**config.mk**
```make
export PLATFORM = sky130hd
export DESIGN_NAME = prog_rom_arbiter
export DESIGN_NICKNAME = d
export VERILOG_FILES = /design/src/rtl/prog_rom_arbiter.sv
export SDC_FILE = /design/constraint.sdc
export NUM_CORES = 1
export LEC_CHECK = 0
export BUFFER_PORTS_ARGS = -buffer_cell sky130_fd_sc_hd__buf_2
export CAP_MARGIN = 20
export CORE_MARGIN = 1
export CORE_UTILIZATION = 40
export CTS_BUF_LIST = sky130_fd_sc_hd__clkbuf_2
export CTS_CLUSTER_DIAMETER = 40
export DETAILED_ROUTE_END_ITERATION = 16
export GPL_ROUTABILITY_DRIVEN = 0
export PLACE_DENSITY = 0.87
export SETUP_SLACK_MARGIN = 0.5
export SKIP_LAST_GASP = 1
export SYNTH_ARGS = -nofsm -noshare
export SYNTH_HDL_FRONTEND = slang
export SYNTH_SLANG_ARGS = --single-unit
```
**constraint.sdc**
```tcl
create_clock -name PROG_CLK -period 2.1 [get_ports PROG_CLK]
set_clock_uncertainty 0.05 [all_clocks]
set_input_delay 0.105 -clock PROG_CLK [delete_from_list [all_inputs] [get_ports PROG_CLK]]
set_output_delay 0.105 -clock PROG_CLK [all_outputs]
set_load 0.03 [all_outputs]
```
**src/rtl/prog_rom_arbiter.sv**
```systemverilog
// prog_rom_arbiter: shares the program ROM read port between fetch (A) and debug (B), tagging returned data.
// Optional STARVE_GUARD_EN bounds B's wait to MAX_WAIT+1 cycles under continuous fetch.
module prog_rom_arbiter #(
  parameter int ADDR_W   = 10,
  parameter int DATA_W   = 18,
  parameter int MAX_WAIT = 8
) (
  input  logic              PROG_CLK,
  input  logic              rst_n,
  input  logic              a_req,
  input  logic [ADDR_W-1:0] a_addr,
  output logic              a_gnt,
  output logic              a_valid,
  output logic [DATA_W-1:0] a_data,
  input  logic              b_req,
  input  logic [ADDR_W-1:0] b_addr,
  output logic              b_gnt,
  output logic              b_valid,
  output logic [DATA_W-1:0] b_data,
  output logic [ADDR_W-1:0] rom_addr,
  input  logic [DATA_W-1:0] rom_ir
);
  typedef enum logic [1:0] {IDLE, OWN_A, OWN_B} state_t;
  state_t state, state_nxt;
  logic [ADDR_W-1:0] last_addr;
  logic force_b;
`ifdef STARVE_GUARD_EN
  logic [7:0] wait_cnt;
  assign force_b = b_req && wait_cnt == 8'(MAX_WAIT);
  always_ff @(posedge PROG_CLK or negedge rst_n)
    if (!rst_n) wait_cnt <= '0;
    else wait_cnt <= (b_gnt || !b_req) ? '0 : a_req ? wait_cnt + 8'd1 : wait_cnt;
`else
  assign force_b = 1'b0;
`endif
  // Grants are gated by rst_n directly so they drop the instant reset asserts.
  always_comb begin
    a_gnt     = rst_n && a_req && !force_b;
    b_gnt     = rst_n && b_req && (!a_req || force_b);
    rom_addr  = a_gnt ? a_addr : b_gnt ? b_addr : last_addr;
    state_nxt = a_gnt ? OWN_A : b_gnt ? OWN_B : IDLE;
  end
  always_ff @(posedge PROG_CLK or negedge rst_n)
    if (!rst_n) begin
      state     <= IDLE;
      last_addr <= '0;
    end else begin
      state     <= state_nxt;
      last_addr <= rom_addr;
    end
  assign a_valid = state == OWN_A;
  assign b_valid = state == OWN_B;
  assign a_data  = rom_ir;
  assign b_data  = rom_ir;
endmodule

```
==> results.json, run 1 <==
{
  "grt_pass1_vias": 731,
  "die_h_um": 51.2,
  "cp.arrival_ns": 1.21,
  "worst_path_max_delay_cell": "dfrtp_1",
  "crit_chain": "nor3_1 > nor3_2 > buf_2",
  "drtPass1Iterations": 2,
  "vdd_ir_drop_max_mv": 0.408,
  "fill_cells": 235,
  "critical-path-top-delay-family": "flip-flops",
  "synthFlopType": "dfrtp_1",
  "fmax_mhz": 731,
  "drc": 0,
  "rsz0062_at_grt": "false",
  "cts_inserted_buffers": 3,
  "yosysSeqAreaShare_pct": 31.0,
  "fin_cells": 131,
  "grt_overflow": 0,
  "setup_tns_ns": 0,
  "hold_class": "input pin to register",
  "core_area_um2": 2250,
  "hpwl_um": 1460,
  "drt_iter0_markers": 1,
  "worst-path-max-fanout": 2,
  "portBuffers": 37,
  "final_hold_viol_count": 0,
  "synth_nets": 143,
  "dp_cells": 126,
  "grt_max_degree": 13,
  "end_kind": "primary output",
  "worstMarginPinSlew_ns": 0.491,
  "cp.required_ns": 1.95,
  "drv_slew": 0,
  "powerDensity_nw_per_um2": 675,
  "cts_tree": "built",
  "cts.clk_slew.worst_paths_ns": 0.13,
  "synthTopCellsByCount": "buf_4 (38), nor3_1 (16), nor3_2 (14)",
  "yosysUniqueCellTypes": 12,
  "critPathMaxStageDelay_ns": 0.42,
  "clock_sinks": 12,
  "syn_avg_cell_area_um2": 9.59,
  "wl_per_cell_um": 15.4,
  "startpoint_type": "register",
  "postCtsSetupBuffers": 0,
  "wirelength_um": 2020,
  "synth.most_common_cell": "buf_4",
  "multi_input_area_um2": 347,
  "clock_latency_ns": 0.25,
  "grt-busiest-layer": "met2",
  "synthCells": 101,
  "synth_top_area_share_pct": 31.0,
  "initial_core_util_pct": 43.0,
  "syn_area_um2": 968,
  "die_w_um": 51.2,
  "grt_pass1_wl_um": 3370,
  "num_antenna_cells": 0,
  "leakage_nw": 0.420,
  "maxCapViolations": 0,
  "regArea_um2": 300,
  "drtAntennaViolNets": 0,
  "worstSetupPathType": "register to primary output",
  "total_power_uw": 621,
  "drive_above_1_share_pct": 61.2,
  "cts_root_buffer": "clkbuf_2",
  "synthTopCellsByArea": "dfrtp_1 (31%), buf_4 (29%), nor3_2 (14%)",
  "post-route-min-period_ns": 1.37,
  "io_pins": 92,
  "die-area_um2": 2620,
  "status": "finished clean",
  "ys_warn_count": 0,
  "viasPerCell": 5.44,
  "final_nets": 147,
  "antenna_found_initial": 0,
  "crit_buf_inv": 1,
  "gr-usage-met2_pct": 30.9,
  "track_usage_pct": 17.6,
  "synth_enable_flop_cells": 0,
  "async_reset_ff_share_pct": 100,
  "yosys.area.top_type": "dfrtp_1",
  "htreeDepth": 1,
  "fin_crit_sh_pct": 65.2,
  "met1_usage_pct": 18.6,
  "vias": 712,
  "report.final.setup_viol": 0,
  "area_growth_pct": -4.91,
  "ys_seq_elements": 12,
  "grt_use_met3_pct": 8.04,
  "rows": 17,
  "clock_path_buffers": 2,
  "slew_headroom_pct": 67.2
}
==> routing by layer <==
layer / up-vias / part of all wire [%]
met1: 334 / 42
met5: - / 0
li1: 322 / -
met2: 48 / 48
met3: 8 / 9.3
met4: 0 / 0.79
==> cell families after synthesis <==
family	count (synthesis)	synth area share, %
buf+inv	43	33.2
flops	12	31.0
compound gates	10	9.69
simple gates	36	26.1
==> state kept, by name, indices dropped and copies added, names as in the netlist <==
signal     flops
state          2
last_addr     10
==> power breakdown <==
part / internal, mW / total (mW) / switching (mW)
clock: 0.0390 / 0.117 / 0.0777
sequential: 0.261 / 0.280 / 0.0189
combinational: 0.0791 / 0.225 / 0.146
total: 0.379 / 0.621 / 0.242
==> per-stage QoR <==
| stage | worst slack [ns] | util [%] | area [um2] | hold slack (ns) |
|---|---|---|---|---|
| floorplan | 1.01 | - | 968 | -0.241 |
| global placement | 0.856 | 39.3 | 886 | -0.108 |
| detailed placement | 0.850 | 39.3 | 886 | -0.108 |
| CTS | 0.713 | 40.8 | 921 | 0.0567 |
| global route | 0.648 | 40.8 | 921 | 0.0509 |
| finish | 0.731 | 40.8 | 921 | 0.0659 |
==> cells in the final DEF, fill, tap and decap left out <==
| cell type | count |
|---|---|
| nor3_1 | 16 |
| nor2_1 | 2 |
| dlygate4sd3_1 | 2 |
| inv_1 | 1 |
| o22ai_2 | 5 |
| dfrtp_1 | 12 |
| buf_4 | 2 |
| buf_2 | 37 |
| nor3_2 | 14 |
| clkbuf_2 | 3 |
| nand2_2 | 2 |
| nor2b_1 | 2 |
| o22ai_1 | 5 |
==> final timing paths <==
path,startpoint,end,slack [ns],depth (start not counted)
worst min-delay path,a_addr[8],last_addr[8]$_DFF_PN0_,0.07,3
max in group asynchronous,rst_n,state[0]$_DFF_PN0_,1.07,3
worst max register to register,last_addr[0]$_DFF_PN0_,last_addr[0]$_DFF_PN0_,1.16,2
worst min register to register,last_addr[2]$_DFF_PN0_,last_addr[2]$_DFF_PN0_,0.57,2
worst max-delay path,last_addr[0]$_DFF_PN0_,rom_addr[0],0.73,3
min in group asynchronous,rst_n,last_addr[9]$_DFF_PN0_,0.22,2
==> tightest hold or removal path: cells and delay by family <==
family          cells  cell delay, ns
buf+inv             1            0.10
simple gates        1            0.06
compound gates      1            0.10
==> cell type report <==
| type | instances | area share (%) |
|---|---|---|
| Inverter | 1 | 0.408 |
| Timing Repair Buffer | 41 | 23.9 |
| Sequential cell | 12 | 32.6 |
| Clock buffer | 3 | 1.63 |
| Multi-Input combinational cell | 46 | 37.6 |
| Tap cell | 28 | 3.80 |
==> what timing repair did <==
item	in CTS	in global routing
hold endpoints to repair	12	0
hold buffers	2	0
resized for setup	0	0
Note: power is estimated with default switching activity, not from simulation.
==> run 2, diff against run 1 <==
--- a/config.mk
+++ b/config.mk
@@ -7,13 +7,14 @@
 export LEC_CHECK = 0
 export BUFFER_PORTS_ARGS = -buffer_cell sky130_fd_sc_hd__buf_2
 export CAP_MARGIN = 20
+export CORE_ASPECT_RATIO = 0.5
 export CORE_MARGIN = 1
-export CORE_UTILIZATION = 40
+export CORE_UTILIZATION = 37
 export CTS_BUF_LIST = sky130_fd_sc_hd__clkbuf_2
 export CTS_CLUSTER_DIAMETER = 40
 export DETAILED_ROUTE_END_ITERATION = 16
 export GPL_ROUTABILITY_DRIVEN = 0
-export PLACE_DENSITY = 0.87
+export PLACE_DENSITY = 0.81
 export SETUP_SLACK_MARGIN = 0.5
 export SKIP_LAST_GASP = 1
 export SYNTH_ARGS = -nofsm -noshare
==> constraint.sdc (replaced) <==
create_clock -name PROG_CLK -period 1.38 [get_ports PROG_CLK]
set_clock_uncertainty 0.05 [all_clocks]
set_input_delay 0.069 -clock PROG_CLK [delete_from_list [all_inputs] [get_ports PROG_CLK]]
set_output_delay 0.069 -clock PROG_CLK [all_outputs]
set_load 0.03 [all_outputs]
==> run 2 against run 1 <==
Count of clock-buffer cells in the layout stayed put. Non-clock buffer count is 4 higher. Critical path depth stayed put. Routed wire length is 25% higher. Die area is 8.3% higher. Flip-flop and latch count stayed put. First-iteration DRC count grew to 33 times the previous value. Register-to-register slack worse by 0.87 ns. Critical path type unchanged. Combinational power is 140% higher. Setup slack worse by 0.62 ns. Cell count is 9.2% higher. Power is 89% higher.
==> results.json, run 2 (synthesis results as in run 1) <==
{
  "worst-path-max-fanout": 2,
  "grt_overflow": 0,
  "fmax_mhz": 788,
  "vias": 697,
  "wirelength_um": 2520,
  "dpl_cell_area_um2": 1000,
  "worstSetupPathType": "register to primary output",
  "setup_tns_ns": 0,
  "total_power_mw": 1.18,
  "cts_root_buffer": "clkbuf_2",
  "report.final.setup_viol": 0,
  "drv_slew": 0,
  "largest_reg_flops": 10,
  "rsz0062_at_grt": "true",
  "grt_pass1_vias": 723,
  "wl_per_cell_um": 17.6,
  "leakage_nw": 0.548,
  "layout_common_cells": "buf_2 (23), nor3_4 (17), buf_6 (15)",
  "die-area_um2": 2840,
  "drt_iter0_markers": 33,
  "die_h_um": 38.2,
  "hold_class": "input pin to register",
  "htreeDepth": 1,
  "grt_max_degree": 17,
  "initial_core_util_pct": 41.3,
  "core_area_um2": 2340,
  "powerDensity_nw_per_um2": 899,
  "rows": 12,
  "num_antenna_cells": 0,
  "track_usage_pct": 18.3,
  "clock_sinks": 12,
  "viasPerCell": 4.87,
  "antenna_found_initial": 0,
  "top_register": "last_addr",
  "worstMarginPinSlew_ns": 0.456,
  "cts.clk_slew.worst_paths_ns": 0.12,
  "die_w_um": 74.4,
  "drc": 0,
  "vdd_ir_drop_max_mv": 0.529,
  "fin_cells": 143,
  "drtAntennaViolNets": 0,
  "cts_inserted_buffers": 3,
  "cts_tree": "built",
  "post-route-min-period_ns": 1.27,
  "fin_crit_sh_pct": 92.0,
  "clock_latency_ns": 0.28,
  "io_pins": 92,
  "slew_headroom_pct": 69.6,
  "drtPass1Iterations": 4,
  "maxCapViolations": 0,
  "area_growth_pct": 35.1,
  "clock_path_buffers": 2,
  "status": "finished clean",
  "hpwl_um": 1510,
  "cp.arrival_ns": 1.15,
  "grt_pass1_wl_um": 3640,
  "design_area_um2": 1310,
  "startpoint_type": "register",
  "cp.required_ns": 1.26,
  "reg_top3": "last_addr x10, state x2",
  "final_hold_viol_count": 0,
  "drive_above_1_share_pct": 84.3,
  "dp_cells": 134,
  "final_nets": 151,
  "layout_commonest_cell": "buf_2",
  "portBuffers": 37,
  "end_kind": "primary output"
}
[run 2: changes by cell type in the layout (fill, tap and decap cells not counted), moves of 2 or more]
cell | before | now
nand2_4 | 0 | 2
nor3_4 | 0 | 17
buf_2 | 37 | 23
nor3_1 | 16 | 0
buf_4 | 2 | 5
buf_6 | 0 | 15
nand2_2 | 2 | 0
o22ai_1 | 5 | 0
nor2b_1 | 2 | 0
nor2b_4 | 0 | 2
o22ai_2 | 5 | 9
[run 2: where the power goes]
group,switching (mW),internal (mW),total (mW)
sequential,0.0567,0.398,0.455
clock,0.125,0.0629,0.187
combinational,0.294,0.240,0.534
[run 2: cell type report]
| type | instances | area (um2) |
|---|---|---|
| Clock inverter | 1 | 3.75 |
| Multi-Input combinational cell | 46 | 597 |
| Tap cell | 35 | 43.8 |
| Sequential cell | 12 | 302 |
| Fill cell | 193 | 1030 |
| Inverter | 1 | 3.75 |
| Timing Repair Buffer | 45 | 344 |
| Clock buffer | 3 | 15.0 |
[run 2: metal layers]
layer  GRT usage (%)  up-vias  routed length [um]
met3            5.26        2                 234
met4            4.72        0                  12
met2            32.3       41                1290
li1                -      327                   -
met1            22.5      327                 985
met5               0        -                   0
[run 2: final timing paths]
check / end / cells after the start / slack [ns] / start
min in group asynchronous: last_addr[5]$_DFF_PN0_ / 3 / 0.17 / rst_n
max in group asynchronous: last_addr[6]$_DFF_PN0_ / 3 / 0.78 / rst_n
hold reg to reg: last_addr[5]$_DFF_PN0_ / 2 / 0.63 / last_addr[5]$_DFF_PN0_
hold / removal: state[1]$_DFF_PN0_ / 2 / 0.04 / a_req
setup / recovery: rom_addr[6] / 3 / 0.11 / last_addr[6]$_DFF_PN0_
setup reg to reg: last_addr[3]$_DFF_PN0_ / 4 / 0.29 / last_addr[3]$_DFF_PN0_
[run 2: through the flow]
stage               util, %  hold slack [ns]  setup WS, ns
floorplan                 -           -0.277         0.414
global placement       42.7          -0.0139         0.145
detailed placement     42.7          -0.0134         0.130
CTS                    53.4           0.0168        0.0974
global route           55.9           0.0349        0.0440
finish                 55.9           0.0449         0.111
[run 2: timing repair]
| action | CTS | global route |
|---|---|---|
| setup buffers | 2 | 1 |
| hold endpoints to repair | 12 | 0 |
| setup endpoints to repair | 24 | 31 |
| hold buffers | 2 | 0 |
| resized for setup | 49 | 10 |
| pin swaps | 12 | 16 |
[run 2: critical path: stages (launching register included)]
cell and delay, ns:
dfrtp_2 0.47, o22ai_4 0.20, nor3_4 0.06, buf_6 0.14
